--- src/rtl/fifo_arb_pkg.sv ---
// Shared types and constants for the FIFO round-robin arbiter.
// The optional MIDI_MSG_LOCK_EN build uses the MIDI byte-class thresholds below.
package fifo_arb_pkg;

  typedef enum logic [1:0] {
    ARB     = 2'd0,
    POP     = 2'd1,
    PRESENT = 2'd2
  } state_e;

  localparam logic [7:0] MIDI_STATUS_MIN = 8'h80;
  localparam logic [7:0] MIDI_RT_MIN     = 8'hF8;

  // Index width for n items. Never returns 0, so a single-bit index always exists.
  function automatic int clog2(input int n);
    int r;
    r = 0;
    while ((1 << r) < n) r++;
    return (r < 1) ? 1 : r;
  endfunction

endpackage

--- src/rtl/rr_picker.sv ---
// Combinational round-robin search: first requester above ptr, wrapping N-1 -> 0.
// With mask_en set only req[mask_idx] may win.
module rr_picker
  import fifo_arb_pkg::*;
#(
  parameter int N  = 4,
  parameter int IW = clog2(N)
) (
  input  logic [N-1:0]  req,
  input  logic [IW-1:0] ptr,
  input  logic          mask_en,
  input  logic [IW-1:0] mask_idx,
  output logic          gnt_vld,
  output logic [IW-1:0] gnt_idx
);

  logic [N-1:0]  eff_req;
  logic [IW-1:0] idx;

  // NOTE: every variable written in always_comb gets a default first so no path can infer a latch.
  always_comb begin
    eff_req = req;
    if (mask_en) begin
      eff_req           = '0;
      eff_req[mask_idx] = req[mask_idx];
    end

    gnt_vld = 1'b0;
    gnt_idx = '0;
    idx     = '0;
    // Walk from the farthest candidate to the nearest; the last hit is the highest priority.
    for (int k = N; k >= 1; k--) begin
      idx = IW'((int'(ptr) + k) % N);
      if (eff_req[idx]) begin
        gnt_vld = 1'b1;
        gnt_idx = idx;
      end
    end
  end

endmodule

--- src/rtl/fifo_rr_arbiter.sv ---
// Round-robin drain of N byte FIFOs into one registered, ack-held output slot.
// Define MIDI_MSG_LOCK_EN to keep MIDI messages from one source contiguous.
module fifo_rr_arbiter
  import fifo_arb_pkg::*;
#(
  parameter int  N       = 4,
  parameter int  WIDTH   = 8,
  parameter int  LOCK_TO = 255,
  localparam int IW      = clog2(N)
) (
  input  logic               clk,
  input  logic               rst,
  input  logic [N-1:0]       src_nempty,
  input  logic [N*WIDTH-1:0] src_data,
  output logic [N-1:0]       src_pop,
  output logic [WIDTH-1:0]   out_data,
  output logic [IW-1:0]      out_src,
  output logic               out_d_rdy,
  input  logic               out_ack
);

  if (N < 2 || N > 8) begin : g_bad_n
    $error("fifo_rr_arbiter: N must be 2..8");
  end
  if (LOCK_TO < 1 || LOCK_TO > 255) begin : g_bad_lock_to
    $error("fifo_rr_arbiter: LOCK_TO must be 1..255");
  end

  state_e             state_q, state_d;
  logic [IW-1:0]      rr_ptr_q, rr_ptr_d;
  logic [IW-1:0]      grant_q, grant_d;
  logic [IW-1:0]      out_src_q, out_src_d;
  logic [WIDTH-1:0]   out_data_q, out_data_d;

  logic [WIDTH-1:0]   src_arr [N];
  logic               gnt_vld;
  logic [IW-1:0]      gnt_idx;
  logic               mask_en;
  logic [IW-1:0]      mask_idx;
  logic               cap_fire;
  logic [WIDTH-1:0]   cap_data;

  for (genvar i = 0; i < N; i++) begin : g_unpack
    assign src_arr[i] = src_data[i*WIDTH +: WIDTH];
  end

  rr_picker #(.N(N), .IW(IW)) u_picker (
    .req      (src_nempty),
    .ptr      (rr_ptr_q),
    .mask_en  (mask_en),
    .mask_idx (mask_idx),
    .gnt_vld  (gnt_vld),
    .gnt_idx  (gnt_idx)
  );

  // A grant is only honoured if its FIFO is still non-empty in the POP cycle.
  assign cap_fire = (state_q == POP) && src_nempty[grant_q];
  assign cap_data = src_arr[grant_q];

  // NOTE: state is updated with non-blocking assignments so every flop samples pre-edge values.
  always_ff @(posedge clk or posedge rst) begin
    if (rst) begin
      state_q    <= ARB;
      rr_ptr_q   <= IW'(N - 1);
      grant_q    <= '0;
      out_data_q <= '0;
      out_src_q  <= '0;
    end else begin
      state_q    <= state_d;
      rr_ptr_q   <= rr_ptr_d;
      grant_q    <= grant_d;
      out_data_q <= out_data_d;
      out_src_q  <= out_src_d;
    end
  end

  always_comb begin
    state_d = state_q;
    grant_d = grant_q;
    unique case (state_q)
      ARB: begin
        if (gnt_vld) begin
          state_d = POP;
          grant_d = gnt_idx;
        end
      end
      POP:     state_d = cap_fire ? PRESENT : ARB;
      PRESENT: if (out_ack) state_d = ARB;
      default: state_d = ARB;
    endcase
  end

  always_comb begin
    rr_ptr_d   = rr_ptr_q;
    out_data_d = out_data_q;
    out_src_d  = out_src_q;
    if (cap_fire) begin
      rr_ptr_d   = grant_q;
      out_data_d = cap_data;
      out_src_d  = grant_q;
    end
  end

  always_comb begin
    src_pop = '0;
    if (cap_fire) src_pop[grant_q] = 1'b1;
    out_d_rdy = (state_q == PRESENT);
  end

  assign out_data = out_data_q;
  assign out_src  = out_src_q;

`ifdef MIDI_MSG_LOCK_EN
  if (WIDTH != 8) begin : g_bad_width
    $error("fifo_rr_arbiter: WIDTH must be 8 with message lock");
  end

  logic          lock_q, lock_d;
  logic [IW-1:0] lock_src_q, lock_src_d;
  logic [7:0]    to_cnt_q, to_cnt_d;
  logic          is_status;

  // Realtime bytes fall outside the status window and leave the lock untouched.
  assign is_status = (cap_data >= MIDI_STATUS_MIN) && (cap_data < MIDI_RT_MIN);

  always_comb begin
    lock_d     = lock_q;
    lock_src_d = lock_src_q;
    to_cnt_d   = to_cnt_q;
    if (cap_fire) begin
      if (lock_q && (grant_q == lock_src_q)) to_cnt_d = '0;
      if (is_status) begin
        lock_d     = 1'b1;
        lock_src_d = grant_q;
        to_cnt_d   = '0;
      end
    end else if ((state_q == ARB) && lock_q && !src_nempty[lock_src_q]) begin
      if (to_cnt_q == 8'(LOCK_TO - 1)) begin
        lock_d   = 1'b0;
        to_cnt_d = '0;
      end else begin
        to_cnt_d = to_cnt_q + 8'd1;
      end
    end
  end

  always_ff @(posedge clk or posedge rst) begin
    if (rst) begin
      lock_q     <= 1'b0;
      lock_src_q <= '0;
      to_cnt_q   <= '0;
    end else begin
      lock_q     <= lock_d;
      lock_src_q <= lock_src_d;
      to_cnt_q   <= to_cnt_d;
    end
  end

  assign mask_en  = lock_q;
  assign mask_idx = lock_src_q;
`else
  assign mask_en  = 1'b0;
  assign mask_idx = '0;
`endif

endmodule
--- config.mk ---
export PLATFORM = sky130hd
export DESIGN_NAME = fifo_rr_arbiter
export DESIGN_NICKNAME = d
export VERILOG_FILES = /design/src/rtl/fifo_arb_pkg.sv /design/src/rtl/rr_picker.sv /design/src/rtl/fifo_rr_arbiter.sv
export SDC_FILE = /design/constraint.sdc
export NUM_CORES = 1
export LEC_CHECK = 0
export CORE_MARGIN = 2
export CORE_UTILIZATION = 41
export DETAILED_ROUTE_END_ITERATION = 12
export GPL_TIMING_DRIVEN = 0
export PLACE_DENSITY_LB_ADDON = 0.12
export SYNTH_ARGS = -nofsm -noshare
export SYNTH_HDL_FRONTEND = slang
export SYNTH_SLANG_ARGS = --single-unit
--- constraint.sdc ---
create_clock -name clk -period 3.5 [get_ports clk]
set_clock_uncertainty 0.05 [all_clocks]
set_input_delay 0.525 -clock clk [delete_from_list [all_inputs] [get_ports clk]]
set_output_delay 0.525 -clock clk [all_outputs]
set_load 0.02 [all_outputs]
==> results.cfg, run 1 <==
[finish]
area_growth_pct = 60.3
diodes = 0
finalNetCount = 170
utilization = 0.710
final_cells = 158
layout-drive-gt1-share = 0.269

[synthesis]
synth_area_leaders = dfrtp_1 35%, mux4_2 18%, mux2_4 14%
synth_area_sq_um = 998
syn_nets = 112
ys_warn_count = 0
ys_seq_elements = 16
synthFlopType = dfrtp_1
postSynthCellCount = 73
synth_top_cells_by_count = 14 x dfrtp_1, 9 x mux2_4, 8 x mux4_2
synth-edff-count = 0
synth_most_common_cell = dfrtp_1
synthArstFlopShare = 1.00
synth_top_cell_by_area = dfrtp_1
ys_seq_area_frac = 0.404
yosysUniqueCellTypes = 27
synth.top_cell.area_share = 0.351
syn_avg_cell_area_sq_um = 13.7

[global_routing]
antenna_found_initial = 0
grt_first_pass_wirelength_microns = 3780
grt.total_usage = 0.192
grt-ovfl-total = 0
grt_pass1_vias = 818
grt_max_degree = 17

[floorplanning]
start_util = 0.443
num_io_pins = 54
dieWidth_microns = 53.4
core_area_sq_um = 2250
rows = 17
die_area_sq_um = 2850
die_h_microns = 53.4

[routing]
first_iter_violations = 7
vias = 833
ant_nets = 0
wl_met1_microns = 983
highest_layer = met4
drc = 0
drt-wirelength-per-cell_microns = 14.9
wl_met3_microns = 128
viasPerCell = 5.27
dr_wl_met2_microns = 1230
routed_wl_microns = 2360
drt_pass1_iterations = 4

[setup_path]
worstReg2RegEnd = out_data[3]$_DFFE_PP0P_
worstPathRequired_ns = 2.92
rr_startpoint = state_q[1]$_DFFE_PP0P_
crit_path_end_kind = output pin
cp.arrival_ns = 1.92
critPathKind = in2out
start_kind = primary input
cp_max_fo = 5
reg2reg_depth = 5
r2r_slack_ns = 1.76

[placement]
gp_congestion = 0.703
portBuffers = 53
hpwl_microns = 1870
pre_cts_ws_ns = 1.01
placed_cells = 154

[timing]
min_period_ns = 2.50
rsz0062_at_grt = false
fin_setup_tns_ns = 0
period_share = 0.714
fmax_ghz = 0.400
drv_slew = 0
setup_ws_ns = 1.00
hold_violations = 0
holdWs_ns = 0.450
final-setup-viol-count = 0
relSlewSlack = 0.583
tightest_slew_ns = 0.624

[clocking]
clk_pin_slew_ns = 0.10
cts_tree = built
cts_hold_buf = 0
cts_inserted_buffers = 3
ctsLongestPathBuffers = 2
clk_latency_ns = 0.29
cts_max_level = 1
ctsRootBufferMaster = clkbuf_4
post_cts_buffers = 0
cts.repair.resized = 0
cts.sinks = 16

[min_path]
holdCritPathClass = reg2reg
worstHoldStart = out_src[1]$_DFFE_PP0P_
min_to = out_src[1]$_DFFE_PP0P_
min_path_cells = 1

[power_and_ir_drop]
ir_worst_vdd_v = 0.000566
powerDensity_nw_per_um2 = 782
power_leakage_nw = 0.658

[job]
max-cap-violations = 0

[outcome]
status = completed
routing by layer:
layer,track usage,up-vias
met4,0.0513,0
li1,-,384
met3,0.0480,2
met2,0.325,34
met1,0.241,413
met5,0,-
layout make-up:
class | instances | area [sq um]
repair buffers | 53 | 531
fillers | 184 | 654
multi-input cells | 50 | 542
plain buffers | 3 | 38.8
flip-flops and latches | 16 | 403
clock buffers | 4 | 36.3
inverters | 4 | 15.0
well taps | 28 | 35.0
report_power, final:
group	internal (mW)	switching [mW]	leakage, nW
Sequential	0.288	0.0659	0.186
Clock	0.0634	0.0646	0.0210
Combinational	0.464	0.305	0.451
Total	0.815	0.435	0.658
metrics by stage:
step,power [mW],area (sq um)
CTS,1.26,1600
detailed placement,1.13,1560
floorplan,0.876,998
finish,1.25,1600
global route,1.34,1600
global placement,1.12,1560
state kept, by name (all words and copies together) (netlist names):
register and flops:
grant_q 2, out_data 8, out_src 2, state_q 2
rr_ptr_q 2
worst max path at each step:
stage / from / to / slack [ns] / depth (start not counted)
5_1_grt: src_nempty[2] / src_pop[2] / 0.95 / 4
3_3_place_gp: src_nempty[1] / src_pop[1] / 1.04 / 4
4_1_cts: src_nempty[2] / src_pop[2] / 1.01 / 4
3_5_place_dp: src_nempty[2] / src_pop[2] / 1.01 / 4
2_1_floorplan: state_q[1]$_DFFE_PP0P_ / src_pop[0] / 1.84 / 2
6_report: src_nempty[2] / src_pop[2] / 1.00 / 4
worst max-delay path, cell delays in order:
cell	delay (ns)
clkdlybuf4s50_1	0.55
nand2b_1	0.11
nor2_1	0.12
clkdlybuf4s50_1	0.62
cell families (layout without fill, tap and decap cells):
| kind of cell | Yosys count | after routing | share of synthesized area |
|---|---|---|---|
| AOI/OAI and AO/OA | 10 | 10 | 0.0815 |
| buffers and inverters | 7 | 64 | 0.0539 |
| DFF | 16 | 16 | 0.404 |
| muxes | 19 | 19 | 0.337 |
| and+or+nand+nor | 21 | 21 | 0.124 |
placed cells by master, fill, tap and decap left out, drive strengths merged:
master	Yosys	layout
nand3	1	1
clkbuf	0	4
dfrtp	14	14
nand2	2	2
dfstp	2	2
nor2	6	6
a21oi	2	2
nand2b	6	6
and2b	1	1
nor3	2	2
or3b	1	1
inv	4	4
clkdlybuf4s50	0	53
nand3b	1	1
buf	3	3
mux2i	1	1
o221ai	1	1
mux2	10	10
nor4	1	1
o21ai	2	2
o211ai	1	1
a21o	4	4
mux4	8	8
(Power assumes the default switching activity.)
==> run 2, diff against run 1 <==
--- a/config.mk
+++ b/config.mk
@@ -6,7 +6,7 @@
 export NUM_CORES = 1
 export LEC_CHECK = 0
 export CORE_MARGIN = 2
-export CORE_UTILIZATION = 41
+export CORE_UTILIZATION = 38
 export DETAILED_ROUTE_END_ITERATION = 12
 export GPL_TIMING_DRIVEN = 0
 export PLACE_DENSITY_LB_ADDON = 0.12
==> constraint.sdc (replaced) <==
create_clock -name clk -period 2.6 [get_ports clk]
set_clock_uncertainty 0.05 [all_clocks]
set_input_delay 0.39 -clock clk [delete_from_list [all_inputs] [get_ports clk]]
set_output_delay 0.39 -clock clk [all_outputs]
set_load 0.02 [all_outputs]
==> results.cfg, run 2 (same netlist as run 1, synthesis figures left out) <==
[placement]
gp_congestion = 0.829
hpwl_microns = 1970
portBuffers = 53
post_dp_cell_area_sq_um = 1570

[global_routing]
grt.total_usage = 0.179
grt_use_met3 = 0.0398
grt_pass1_vias = 911
grt_max_degree = 17
antenna_found_initial = 0
busiest_layer = met2
use_met2 = 0.310
grt_first_pass_wirelength_microns = 4270
grt-ovfl-total = 0
met1_usage = 0.219

[setup_path]
critPathKind = reg2out
cp.arrival_ns = 1.86
start_kind = flop
cp_max_fo = 5
worstPathRequired_ns = 2.16
reg2reg_depth = 5
crit_path_end_kind = output pin

[finish]
final_cell_area_sq_um = 1600
largest_reg_flops = 8
area_growth_pct = 60.5
layout-drive-gt1-share = 0.269
finalNetCount = 170
fillers = 204
layout_commonest_cell = clkdlybuf4s50_1
layout_common_cells = 53 x clkdlybuf4s50_1, 14 x dfrtp_1, 9 x mux2_4
diodes = 0

[power_and_ir_drop]
ir_worst_vdd_v = 0.000663
power_leakage_nw = 0.658
powerDensity_nw_per_um2 = 1050

[routing]
drc = 0
ant_nets = 0
drt-wirelength-per-cell_microns = 15.7
first_iter_violations = 12
routed_wl_microns = 2520
drt_pass1_iterations = 4
vias = 828
viasPerCell = 5.18

[floorplanning]
core_area_sq_um = 2480
dieWidth_microns = 55.3
die_h_microns = 55.3
rows = 18
num_io_pins = 54
start_util = 0.403
die_area_sq_um = 3050

[clocking]
cts_max_level = 1
clk_pin_slew_ns = 0.10
clk_latency_ns = 0.28
cts_hold_buf = 0
ctsRootBufferMaster = clkbuf_4
cts_inserted_buffers = 3
cts.repair.resized = 0
ctsLongestPathBuffers = 2
cts.sinks = 16
post_cts_buffers = 0
cts_tree = built

[timing]
tightest_slew_ns = 0.617
period_share = 0.885
relSlewSlack = 0.588
drv_slew = 0
hold_violations = 0
rsz0062_at_grt = false
min_period_ns = 2.30
fin_setup_tns_ns = 0
fmax_ghz = 0.434
final-setup-viol-count = 0

[outcome]
status = completed

[min_path]
holdCritPathClass = in2async

[job]
max-cap-violations = 0
-- run 2: cell counts in the layout (fill, tap and decap cells not counted) --
Identical to the previous run, type by type.
-- run 2: path summary, 6_finish.rpt --
path	slack [ns]	to	from
max	0.30	src_pop[1]	state_q[1]$_DFFE_PP0P_
min reg2reg	0.46	out_src[1]$_DFFE_PP0P_	out_src[1]$_DFFE_PP0P_
min in group clk	0.46	out_src[1]$_DFFE_PP0P_	out_src[1]$_DFFE_PP0P_
min	0.44	out_data[1]$_DFFE_PP0P_	rst
max reg2reg	0.84	out_data[1]$_DFFE_PP0P_	state_q[1]$_DFFE_PP0P_
max in group asynchronous	1.66	out_data[2]$_DFFE_PP0P_	rst
-- run 2: report_power, final --
group | switching, mW | leakage (nW) | internal (mW) | total, mW
combinational | 0.416 | 0.451 | 0.625 | 1.04
sequential | 0.0922 | 0.186 | 0.388 | 0.480
clock | 0.0814 | 0.0210 | 0.0852 | 0.167
total | 0.589 | 0.658 | 1.10 | 1.69
-- run 2: worst max-delay path, stage by stage, from the launching register on --
cell and delay [ns]:
dfrtp_1 0.44, or3b_4 0.42, nor2_1 0.11, clkdlybuf4s50_1 0.61
-- run 2: layer usage --
layer  share of wire  vias up  routed length [microns]
met3           0.063        2                      159
li1                -      385                        -
met2            0.51       38                     1290
met5               0        -                        0
met1            0.42      403                     1050
met4          0.0056        0                       14
-- run 2: metrics by stage --
stage	total power [mW]	util	hold WS (ns)	std cells	worst slack (ns)
final	1.69	0.647	0.442	160	0.298
after global routing	1.80	0.647	0.483	160	0.199
after CTS	1.70	0.647	0.467	160	0.278
after detailed placement	1.53	0.632	0.440	156	0.388
after global placement	1.51	0.632	0.425	156	0.404
after floorplan	1.18	-	0.252	73	0.960
-- run 2: final cells by class --
cell class,count,area [sq um],area share
timing repair buffer,53,531,0.331
inverter,4,15.0,0.00937
sequential,16,403,0.251
tap,30,37.5,0.0234
clock buffer,4,36.3,0.0226
buffer,3,38.8,0.0242
multi-input combinational,50,542,0.338
==> run 3, diff against run 2 <==
--- a/config.mk
+++ b/config.mk
@@ -9,6 +9,7 @@
 export CORE_UTILIZATION = 38
 export DETAILED_ROUTE_END_ITERATION = 12
 export GPL_TIMING_DRIVEN = 0
+export HOLD_SLACK_MARGIN = 0.02
 export PLACE_DENSITY_LB_ADDON = 0.12
 export SYNTH_ARGS = -nofsm -noshare
 export SYNTH_HDL_FRONTEND = slang
==> results of run 3 <==
Same layout as run 2: the final DEF is identical, and so are final timing and power.
